## src/rtl/riscv_csr_pkg.sv

```systemverilog
// Purpose: shared constants for the Riscv151 CSR unit: operand widths,
//          CSR address map and Zicsr funct3 encodings.
// Ports:   none (package).
package riscv_csr_pkg;

    localparam int unsigned XLEN      = 32;
    localparam int unsigned CNT_W     = 64;
    localparam int unsigned CSR_AW    = 12;
    localparam int unsigned UIMM_W    = 5;
    localparam int unsigned F3_W      = 3;

    // CSR address map
    localparam logic [CSR_AW-1:0] CSR_TOHOST   = 12'h51E;
    localparam logic [CSR_AW-1:0] CSR_CYCLE    = 12'hC00;
    localparam logic [CSR_AW-1:0] CSR_CYCLEH   = 12'hC80;
    localparam logic [CSR_AW-1:0] CSR_INSTRET  = 12'hC02;
    localparam logic [CSR_AW-1:0] CSR_INSTRETH = 12'hC82;

    // Zicsr funct3 encodings; bit 2 selects the immediate form
    localparam logic [F3_W-1:0] F3_CSRRW  = 3'b001;
    localparam logic [F3_W-1:0] F3_CSRRS  = 3'b010;
    localparam logic [F3_W-1:0] F3_CSRRC  = 3'b011;
    localparam logic [F3_W-1:0] F3_CSRRWI = 3'b101;
    localparam logic [F3_W-1:0] F3_CSRRSI = 3'b110;
    localparam logic [F3_W-1:0] F3_CSRRCI = 3'b111;

    // funct3[1:0] operation classes
    typedef enum logic [1:0] {
        CSR_OP_NONE = 2'b00,
        CSR_OP_RW   = 2'b01,
        CSR_OP_RS   = 2'b10,
        CSR_OP_RC   = 2'b11
    } csr_op_e;

endpackage

```

## src/rtl/csr_counter64.sv

```systemverilog
// Purpose: free-running 64-bit counter with a full-width carry, used for
//          the cycle and instret CSRs. Wraps from all-ones to zero.
// Ports:   i_clk   - clock, rising edge
//          i_rst   - synchronous active-high reset (clears the count)
//          i_inc   - increment enable
//          o_value - current 64-bit count (registered)
module csr_counter64
    import riscv_csr_pkg::*;
(
    input  logic             i_clk,
    input  logic             i_rst,
    input  logic             i_inc,
    output logic [CNT_W-1:0] o_value
);

    logic [CNT_W-1:0] r_value;

    // Single 64-bit adder so high and low words never skew
    always_ff @(posedge i_clk) begin
        if (i_rst) begin
            r_value <= '0;
        end else if (i_inc) begin
            r_value <= r_value + CNT_W'(1);
        end
    end

    assign o_value = r_value;

endmodule

```

## src/rtl/csr_unit.sv

```systemverilog
// Purpose: Zicsr execution for Riscv151. Decodes csrrw/csrrs/csrrc and their
//          immediate forms, serves the cycle/instret counters and owns the
//          tohost register that drives the top-level csr port.
// Ports:   i_clk          - clock, rising edge
//          i_rst          - synchronous active-high reset
//          i_csr_valid    - CSR instruction present in execute this cycle
//          i_csr_stall    - pipeline stall; blocks writes and retire counting
//          i_csr_funct3   - instruction funct3
//          i_csr_addr     - CSR address (inst[31:20])
//          i_csr_rs1_data - forwarded rs1 value
//          i_csr_uimm     - rs1 field: zero-extended immediate / x0 test
//          i_retire       - one instruction retired this cycle
//          o_csr_rdata    - pre-write CSR value for rd (combinational)
//          o_csr_illegal  - unknown CSR, bad funct3 or RO write (combinational)
//          o_tohost       - tohost register (registered)
module csr_unit
    import riscv_csr_pkg::*;
#(
    parameter logic [31:0] RESET_TOHOST = 32'h0
) (
    input  logic              i_clk,
    input  logic              i_rst,
    input  logic              i_csr_valid,
    input  logic              i_csr_stall,
    input  logic [F3_W-1:0]   i_csr_funct3,
    input  logic [CSR_AW-1:0] i_csr_addr,
    input  logic [XLEN-1:0]   i_csr_rs1_data,
    input  logic [UIMM_W-1:0] i_csr_uimm,
    input  logic              i_retire,
    output logic [XLEN-1:0]   o_csr_rdata,
    output logic              o_csr_illegal,
    output logic [XLEN-1:0]   o_tohost
);

    logic [XLEN-1:0]  r_tohost;
    logic [CNT_W-1:0] w_cycle;
    logic [CNT_W-1:0] w_instret;
    logic [XLEN-1:0]  w_src;
    logic [XLEN-1:0]  w_old;
    logic [XLEN-1:0]  w_new;
    csr_op_e          w_op;
    logic             w_known;
    logic             w_read_only;
    logic             w_write_intent;
    logic             w_illegal;
    logic             w_we;

    // Counters: cycle counts every clock, instret only unstalled retires
    csr_counter64 u_cycle_cnt (
        .i_clk   (i_clk),
        .i_rst   (i_rst),
        .i_inc   (1'b1),
        .o_value (w_cycle)
    );

    csr_counter64 u_instret_cnt (
        .i_clk   (i_clk),
        .i_rst   (i_rst),
        .i_inc   (i_retire & ~i_csr_stall),
        .o_value (w_instret)
    );

    // Operand select and operation class
    assign w_src = i_csr_funct3[2] ? {(XLEN-UIMM_W)'(0), i_csr_uimm} : i_csr_rs1_data;
    assign w_op  = csr_op_e'(i_csr_funct3[1:0]);

    // Set/clear with rs1=x0 (or uimm=0) is a pure read and must not count
    // as a write, so reading a read-only counter that way stays legal
    assign w_write_intent = (w_op == CSR_OP_RW) || (i_csr_uimm != UIMM_W'(0));

    // Address decode and pre-write value
    always_comb begin
        w_old       = '0;
        w_known     = 1'b1;
        w_read_only = 1'b1;
        case (i_csr_addr)
            CSR_TOHOST: begin
                w_old       = r_tohost;
                w_read_only = 1'b0;
            end
            CSR_CYCLE:    w_old = w_cycle[31:0];
            CSR_CYCLEH:   w_old = w_cycle[63:32];
            CSR_INSTRET:  w_old = w_instret[31:0];
            CSR_INSTRETH: w_old = w_instret[63:32];
            default: begin
                w_known     = 1'b0;
                w_read_only = 1'b0;
            end
        endcase
    end

    assign w_illegal = i_csr_valid &&
                       ((w_op == CSR_OP_NONE) || !w_known ||
                        (w_read_only && w_write_intent));

    // RW / RS / RC result
    always_comb begin
        w_new = w_old;
        case (w_op)
            CSR_OP_RW: w_new = w_src;
            CSR_OP_RS: w_new = w_old | w_src;
            CSR_OP_RC: w_new = w_old & ~w_src;
            default:   w_new = w_old;
        endcase
    end

    // tohost is the only writable CSR, so the decode folds into the enable
    assign w_we = i_csr_valid && !i_csr_stall && !w_illegal && w_write_intent &&
                  (i_csr_addr == CSR_TOHOST);

    always_ff @(posedge i_clk) begin
        if (i_rst) begin
            r_tohost <= RESET_TOHOST;
        end else if (w_we) begin
            r_tohost <= w_new;
        end
    end

    assign o_csr_rdata   = (i_csr_valid && !w_illegal) ? w_old : '0;
    assign o_csr_illegal = w_illegal;
    assign o_tohost      = r_tohost;

endmodule

```

## config.mk

```make
export PLATFORM = sky130hd
export DESIGN_NAME = csr_unit
export DESIGN_NICKNAME = d
export VERILOG_FILES = /design/src/rtl/riscv_csr_pkg.sv /design/src/rtl/csr_counter64.sv /design/src/rtl/csr_unit.sv
export SDC_FILE = /design/constraint.sdc
export NUM_CORES = 1
export LEC_CHECK = 0
export ABC_CLOCK_PERIOD_IN_PS = 2400
export CAP_MARGIN = 20
export CORE_MARGIN = 5
export CORE_UTILIZATION = 40
export DETAILED_ROUTE_END_ITERATION = 8
export HOLD_SLACK_MARGIN = 0.03
export PLACE_DENSITY_LB_ADDON = 0.1
export SYNTH_ARGS = -nofsm -noshare
export SYNTH_HDL_FRONTEND = slang
export SYNTH_HIERARCHICAL = 1
export SYNTH_SLANG_ARGS = --single-unit
```

## constraint.sdc

```tcl
create_clock -name i_clk -period 2.4 [get_ports i_clk]
set_input_delay 0.48 -clock i_clk [delete_from_list [all_inputs] [get_ports i_clk]]
set_output_delay 0.48 -clock i_clk [all_outputs]
set_load 0.005 [all_outputs]
```

==> out/summary.txt, run 1 <==
first-pass GRT wire length: 55700 um
violated checks: negative setup slack
total CTS buffers: 17
synth warn: 6
largest net degree at the start of global routing: 140
crit end category: output port
Core Box Area: 25100 um2
total wire length: 35400 um
DR WL/cell: 19.2 um
CP required: 1.92 ns
CTS root buf: clkbuf_16
final design utilization: 0.560
final RePlAce weighted congestion: 0.855
RR Startpoint: u_cycle_cnt/o_value[8]
Total Nets Final: 1559
main combinational cell family by area after synthesis: simple AND/OR/NAND/NOR gates
Leakage: 4.99 nW
post-synthesis simple-gate area fraction: 0.345
number of fillers in the final layout: 2323
cell count of the worst reg-to-reg path: 6
max-slew violations: 0
antenna violations before repair: 0
Fin. Hold Viols: 0
crit path max fanout: 6
Worst Hold Class: in2reg
drc violations: 0
sequential share of the synthesized area: 0.316
H-tree level count: 4
asr flop ratio synth: 0
HPWL Detailed: 25400 um
crit path DAT: 2.34 ns
FMAX: 0.354 GHz
xor and xnor fraction of the mapped netlist area: 0.0871
R2R setup slack: 0.14 ns
post-synthesis cell count: 1252
Pwr Density: 418 nW/um2
I/O Buffers: 121
starting density of the core: 0.404
chip height: 169 um
Peak supply drop: 431 uV
Final Setup Violations: 33
adder-cell share of the synthesized area: 0.00247
Antenna diodes: 0
worst setup margin: -0.421 ns
worst skew pair latency: 0.43 ns
die width: 169 um
vias in the first global route: 9927
hold_ws: 0.311 ns
Initial DRT Pass Iterations: 5
vias per cell: 5.75
Worst R2R End: u_cycle_cnt/o_value[41]
status: finished, violations left
CP startpoint: i_csr_uimm[2]
Post-synth EDFFs: 0
I/O Pins: 122
cts hold-fix bufs: 0
share of layout cells above drive strength 1: 0.272
RSZ-0062 raised after global routing: true
clk slew on worst S/H paths: 0.07 ns
antenna-violating nets left: 0
max_cap viols: 0
Worst Tran Pin Value: 0.692 ns
GRT Residual Overflow: 0
post-synthesis compound-gate area fraction: 0.142
syn avg cell area: 8.11 um2
synth unique cells: 56
setup TNS: -9.86 ns
post-route clock period utilization: 1.18
dpl ws: -0.948 ns
Site Rows: 58
CTS tree: built
multiplexer share of the synthesized area: 0.0641
worst-case clock buffer depth: 2
1st-iter DRT viols: 815
crit path to: o_csr_rdata[16]
register bit total from synthesis: 160
CP Launch Type: input pin
total track usage: 0.241
Sinks on Clock Net: 160
Final Critical Period: 2.82 ns
post-synthesis cell area: 10200 um2
Vias: 10.6k
die area: 28700 um2
Clock Skew: 0.0137 ns
CP Class: in2out
Area growth syn-to-layout: 38.5%
worst rel slew slack: 0.538
dominant synthesized flop cell: dfxtp_1
power breakdown:
part / switching (mW) / total [mW] / internal [mW] / leakage [nW]
sequential: 0.00793 / 2.67 / 2.66 / 1.29
combinational: 0.288 / 0.546 / 0.257 / 3.43
clock: 1.20 / 2.66 / 1.46 / 0.267
total: 1.49 / 5.87 / 4.38 / 4.99
metrics by stage:
step	power [mW]	std cells	area, um2
2_1_floorplan	3.01	1256	10500
3_3_place_gp	3.24	1771	13000
3_5_place_dp	3.24	1771	13000
4_1_cts	5.91	1832	13900
5_1_grt	6.08	1842	14100
6_report	5.87	1842	14100
layout make-up:
type / instances / area [um2] / area share
clock buffer: 20 / 447 / 0.0318
clock inverter: 11 / 108 / 0.00765
inverter: 18 / 67.6 / 0.00481
multi-input combinational: 994 / 7020 / 0.500
sequential: 160 / 3200 / 0.228
tap: 330 / 413 / 0.0294
timing repair buffer: 309 / 2800 / 0.199
worst max-delay path: stages:
cell	delay, ns
buf_6	0.09
or4_4	0.54
nor3_4	0.24
a21oi_4	0.08
or2_4	0.32
buf_12	0.16
buf_6	0.12
buf_6	0.11
nor2_4	0.07
buf_2	0.11
worst min path at each step:
stage | start | to | slack, ns | cells after the start
floorplan | u_instret_cnt/o_value[55] | u_instret_cnt/o_value[55] | 0.46 | 2
global placement | o_tohost[27] | o_tohost[27] | 0.48 | 2
detailed placement | o_tohost[25] | o_tohost[25] | 0.49 | 2
CTS | i_rst | o_tohost[8] | 0.30 | 2
global route | i_rst | o_tohost[5] | 0.32 | 2
finish | i_rst | o_tohost[8] | 0.31 | 2
cell usage in the layout, fill, tap and decap left out, types with 16 or more instances in the layout:
cell type | netlist | layout
a21oi_1 | 77 | 76
a22oi_1 | 43 | 33
and4_1 | 16 | 16
buf_2 | 15 | 38
buf_4 | 3 | 147
buf_6 | 3 | 25
clkbuf_16 | 0 | 17
clkdlybuf4s50_1 | 0 | 69
dfxtp_1 | 160 | 160
inv_1 | 18 | 18
mux2_2 | 22 | 22
mux4_2 | 17 | 17
nand2_1 | 99 | 97
nand3_1 | 70 | 69
nand4_1 | 73 | 73
nor2_1 | 136 | 104
nor2_4 | 3 | 34
nor2b_1 | 36 | 35
nor3_2 | 4 | 18
nor4_1 | 33 | 32
o21ai_0 | 53 | 53
or3_1 | 38 | 38
xnor2_1 | 51 | 51
xor2_1 | 50 | 50
cell usage after synthesis (12+ instances only):
cell type | number | area (um2)
nor3_1 | 33 | 165
a21oi_1 | 77 | 385
nor4_1 | 33 | 206
xor2_1 | 50 | 438
or4_1 | 16 | 120
o21ai_0 | 53 | 265
mux4_2 | 17 | 383
inv_1 | 18 | 67.6
o311ai_0 | 15 | 131
nand2_1 | 99 | 372
nand4_1 | 73 | 457
or3_1 | 38 | 238
mux2_2 | 22 | 248
buf_2 | 15 | 75.1
xnor2_1 | 51 | 447
nor2_1 | 136 | 510
a211o_1 | 12 | 105
dfxtp_1 | 160 | 3200
and3_1 | 15 | 93.8
a22oi_1 | 43 | 323
clkbuf_1 | 54 | 203
nor2b_1 | 36 | 225
and4_1 | 16 | 140
nand3_1 | 70 | 350
o31ai_1 | 15 | 113
what timing repair did:
item	in CTS	in global routing
gates cloned	4	0
gates resized for setup	252	17
buffers inserted	27	11
pin swaps	14	7
endpoints found under the setup margin	33	34
flip-flops by register name, summed over array words and instances (netlist names):
register	flops
o_tohost	32
u_cycle_cnt/o_value	64
u_instret_cnt/o_value	64
logic make-up (layout without fill, tap and decap cells):
family | count (synthesis) | in the layout
buf+inv | 103 | 358
flops | 160 | 160
simple gates | 616 | 617
compound gates | 228 | 228
mux | 41 | 41
other cells | 1 | 5
xor+xnor | 101 | 101
fa+ha+maj | 2 | 2
layer usage:
layer	wire, um	up-vias	GRT usage
li1	-	5128	-
met1	16400	5076	0.335
met2	16500	346	0.401
met3	1880	42	0.0289
met4	536	0	0.0567
met5	0	-	0
Note: power is estimated with default switching activity, not from simulation.
==> inputs of run 2 (changes only) <==
--- a/config.mk
+++ b/config.mk
@@ -8,7 +8,7 @@
 export ABC_CLOCK_PERIOD_IN_PS = 2400
 export CAP_MARGIN = 20
 export CORE_MARGIN = 5
-export CORE_UTILIZATION = 40
+export CORE_UTILIZATION = 29
 export DETAILED_ROUTE_END_ITERATION = 8
 export HOLD_SLACK_MARGIN = 0.03
 export PLACE_DENSITY_LB_ADDON = 0.1
==> run 2 against run 1 <==
Compared with the run above:
- the run still ends with negative setup slack left
- flip-flop and latch count is the same
- critical path depth is the same
- clock-buffer cell count grew 1
- clock power grew 7%
- combinational power shrank 3%
- worst hold slack gained 0.11 ns
- design area grew 1.6%
- via count grew 0.56%
- total power grew 2.9%
- sequential power is essentially flat
- routed wire length grew 14%
==> out/summary.txt, run 2 (same netlist as run 1, synthesis figures left out) <==
status: finished, violations left (unchanged)
number of fillers in the final layout: 3583 (was 2323)
die width: 197 um (was 169 um)
Sw Share: 0.256 (was 0.254)
worst rel slew slack: 0.585 (was 0.538)
RSZ-0062 raised after global routing: true (unchanged)
max-slew violations: 0 (unchanged)
Tot Pwr: 6.04 mW (was 5.87 mW)
chip height: 197 um (was 169 um)
CTS root buf: clkbuf_16 (unchanged)
I/O Buffers: 121 (unchanged)
total track usage: 0.203 (was 0.241)
Antenna diodes: 0 (unchanged)
sequential share of power: 0.441 (was 0.454)
vias per cell: 5.35 (was 5.75)
largest net degree at the start of global routing: 75 (was 140)
crit path max fanout: 7 (was 6)
Sinks on Clock Net: 160 (unchanged)
violated checks: negative setup slack (unchanged)
Final Critical Period: 2.64 ns (was 2.82 ns)
hold_ws: 0.419 ns (was 0.311 ns)
vias in the first global route: 10.1k (was 9927)
HPWL Detailed: 30400 um (was 25400 um)
Comb pwr share: 0.088 (was 0.093)
dpl ws: -1.01 ns (was -0.948 ns)
CP required: 1.92 ns (about the same)
worst-case clock buffer depth: 2 (unchanged)
Peak supply drop: 475 uV (was 431 uV)
CP Class: in2out (unchanged)
Pwr Density: 423 nW/um2 (was 418 nW/um2)
CP Cell Sequence: clkdlybuf4s15_1, nor3b_4, buf_6, and4_4, a21oi_2, or2_4, buf_8, buf_12, nor2_4, buf_2 (was buf_6, or4_4, nor3_4, a21oi_4, or2_4, buf_12, buf_6, buf_6, nor2_4, buf_2)
Site Rows: 68 (was 58)
I/O Pins: 122 (unchanged)
met3 usage in global routing: 0.0266 (was 0.0289)
worst setup margin: -0.243 ns (was -0.421 ns)
share of layout cells above drive strength 1: 0.284 (was 0.272)
clock share of power: 0.471 (was 0.453)
antenna violations before repair: 1 (was 0)
Area growth syn-to-layout: 40.7% (was 38.5%)
crit end category: output port (unchanged)
starting density of the core: 0.294 (was 0.404)
critical path's largest stage delay: 0.26 ns (was 0.54 ns)
crit path DAT: 2.16 ns (was 2.34 ns)
antenna-violating nets left: 0 (unchanged)
total wire length: 40200 um (was 35400 um)
total CTS buffers: 17 (unchanged)
Vias: 10.7k (was 10.6k)
Initial DRT Pass Iterations: 5 (unchanged)
Clock Skew: 0.00972 ns (was 0.0137 ns)
Leakage: 5.07 nW (was 4.99 nW)
DR WL/cell: 20.2 um (was 19.2 um)
clk slew on worst S/H paths: 0.07 ns (about the same)
first-pass GRT wire length: 61700 um (was 55700 um)
post-route clock period utilization: 1.10 (was 1.18)
H-tree level count: 4 (unchanged)
most frequent cells in the layout: 191 x buf_4, 159 x dfxtp_1, 99 x nand2_1 (was 160 x dfxtp_1, 147 x buf_4, 104 x nor2_1)
Fin. Hold Viols: 0 (unchanged)
Most Crowded Layer GR: met2 (unchanged)
Total Nets Final: 1583 (was 1559)
P_sw: 1.55 mW (was 1.49 mW)
GRT Residual Overflow: 0 (unchanged)
CP Launch Type: input pin (unchanged)
die area: 38800 um2 (was 28700 um2)
final design utilization: 0.413 (was 0.560)
Final Setup Violations: 32 (was 33)
met2 Track Usage GR: 0.323 (was 0.401)
GR Layer Usage met1: 0.295 (was 0.335)
Worst Tran Pin Value: 0.617 ns (was 0.692 ns)
1st-iter DRT viols: 717 (was 815)
register area: 3200 um2 (about the same)
final RePlAce weighted congestion: 0.854 (was 0.855)
multi-input combinational cell area: 7030 um2 (was 7020 um2)
Worst Hold Class: in2reg (unchanged)
P_int: 4.50 mW (was 4.38 mW)
drc violations: 0 (unchanged)
slowest stage cell, crit path: nor3b_4 (was or4_4)
worst skew pair latency: 0.44 ns (was 0.43 ns)
R2R setup slack: 0.09 ns (was 0.14 ns)
CTS tree: built (unchanged)
FMAX: 0.378 GHz (was 0.354 GHz)
commonest non-fill, non-tap cell in the layout: buf_4 (was dfxtp_1)
Core Box Area: 34500 um2 (was 25100 um2)
max_cap viols: 0 (unchanged)
-- run 2: cell count changes in the layout (fill, tap and decap cells not counted), moves of 3 or more --
cell | previous run | this run
nor3_1 | 15 | 12
nor2_4 | 34 | 41
buf_4 | 147 | 191
nor2_1 | 104 | 95
clkbuf_2 | 0 | 3
a22oi_1 | 33 | 42
a22oi_2 | 10 | 1
buf_6 | 25 | 10
buf_8 | 6 | 3
-- run 2: layout make-up --
type	instances	area share
clock buffer	21	0.0322
clock inverter	11	0.00911
inverter	18	0.00473
multi-input combinational	993	0.492
sequential	160	0.224
tap	455	0.0399
timing repair buffer	334	0.197
-- run 2: what timing repair did --
action / in CTS / in global routing
hold buffers: 0 / 0
gates resized for setup: 175 / 69
endpoints found under the setup margin: 33 / 39
cloned: 2 / 0
hold endpoints to repair: 0 / 0
pin swaps: 9 / 17
setup buffers: 14 / 2
-- run 2: per-layer routing --
metal / up-vias / part of all wire
met5: - / 0
met4: 0 / 0.015
li1: 5185 / -
met1: 5204 / 0.48
met2: 239 / 0.46
met3: 23 / 0.036
-- run 2: power groups by stage --
stage	combinational, mW	sequential (mW)	clock, mW
after floorplan	0.279	2.73	0
after global placement	0.524	2.73	0
after detailed placement	0.526	2.73	0
after CTS	0.524	2.67	2.92
after global routing	0.570	2.67	3.04
final	0.531	2.67	2.85
-- run 2: worst max-delay path, delay by kind of cell --
family	cells	cell delay (ns)
AO/OA/AOI/OAI	1	0.06
buffers and inverters	5	0.80
AND/OR/NAND/NOR	4	0.79
-- run 2: path summary, 6_finish.rpt --
path	from	cells after the start	end
max	i_csr_addr[0]	10	o_csr_rdata[25]
min	i_rst	2	u_cycle_cnt/o_value[4]
max reg2reg	u_instret_cnt/o_value[20]	8	u_instret_cnt/o_value[37]
min reg2reg	o_tohost[17]	2	o_tohost[17]
-- run 2: per-stage QoR --
stage | area, um2 | setup TNS (ns) | instances
after floorplan | 10500 | -0.448 | 1256
after global placement | 13500 | -49.28 | 1952
after detailed placement | 13500 | -50.57 | 1952
after CTS | 14100 | -12.16 | 1995
after global routing | 14300 | -8.86 | 1992
final | 14300 | -7.29 | 1992
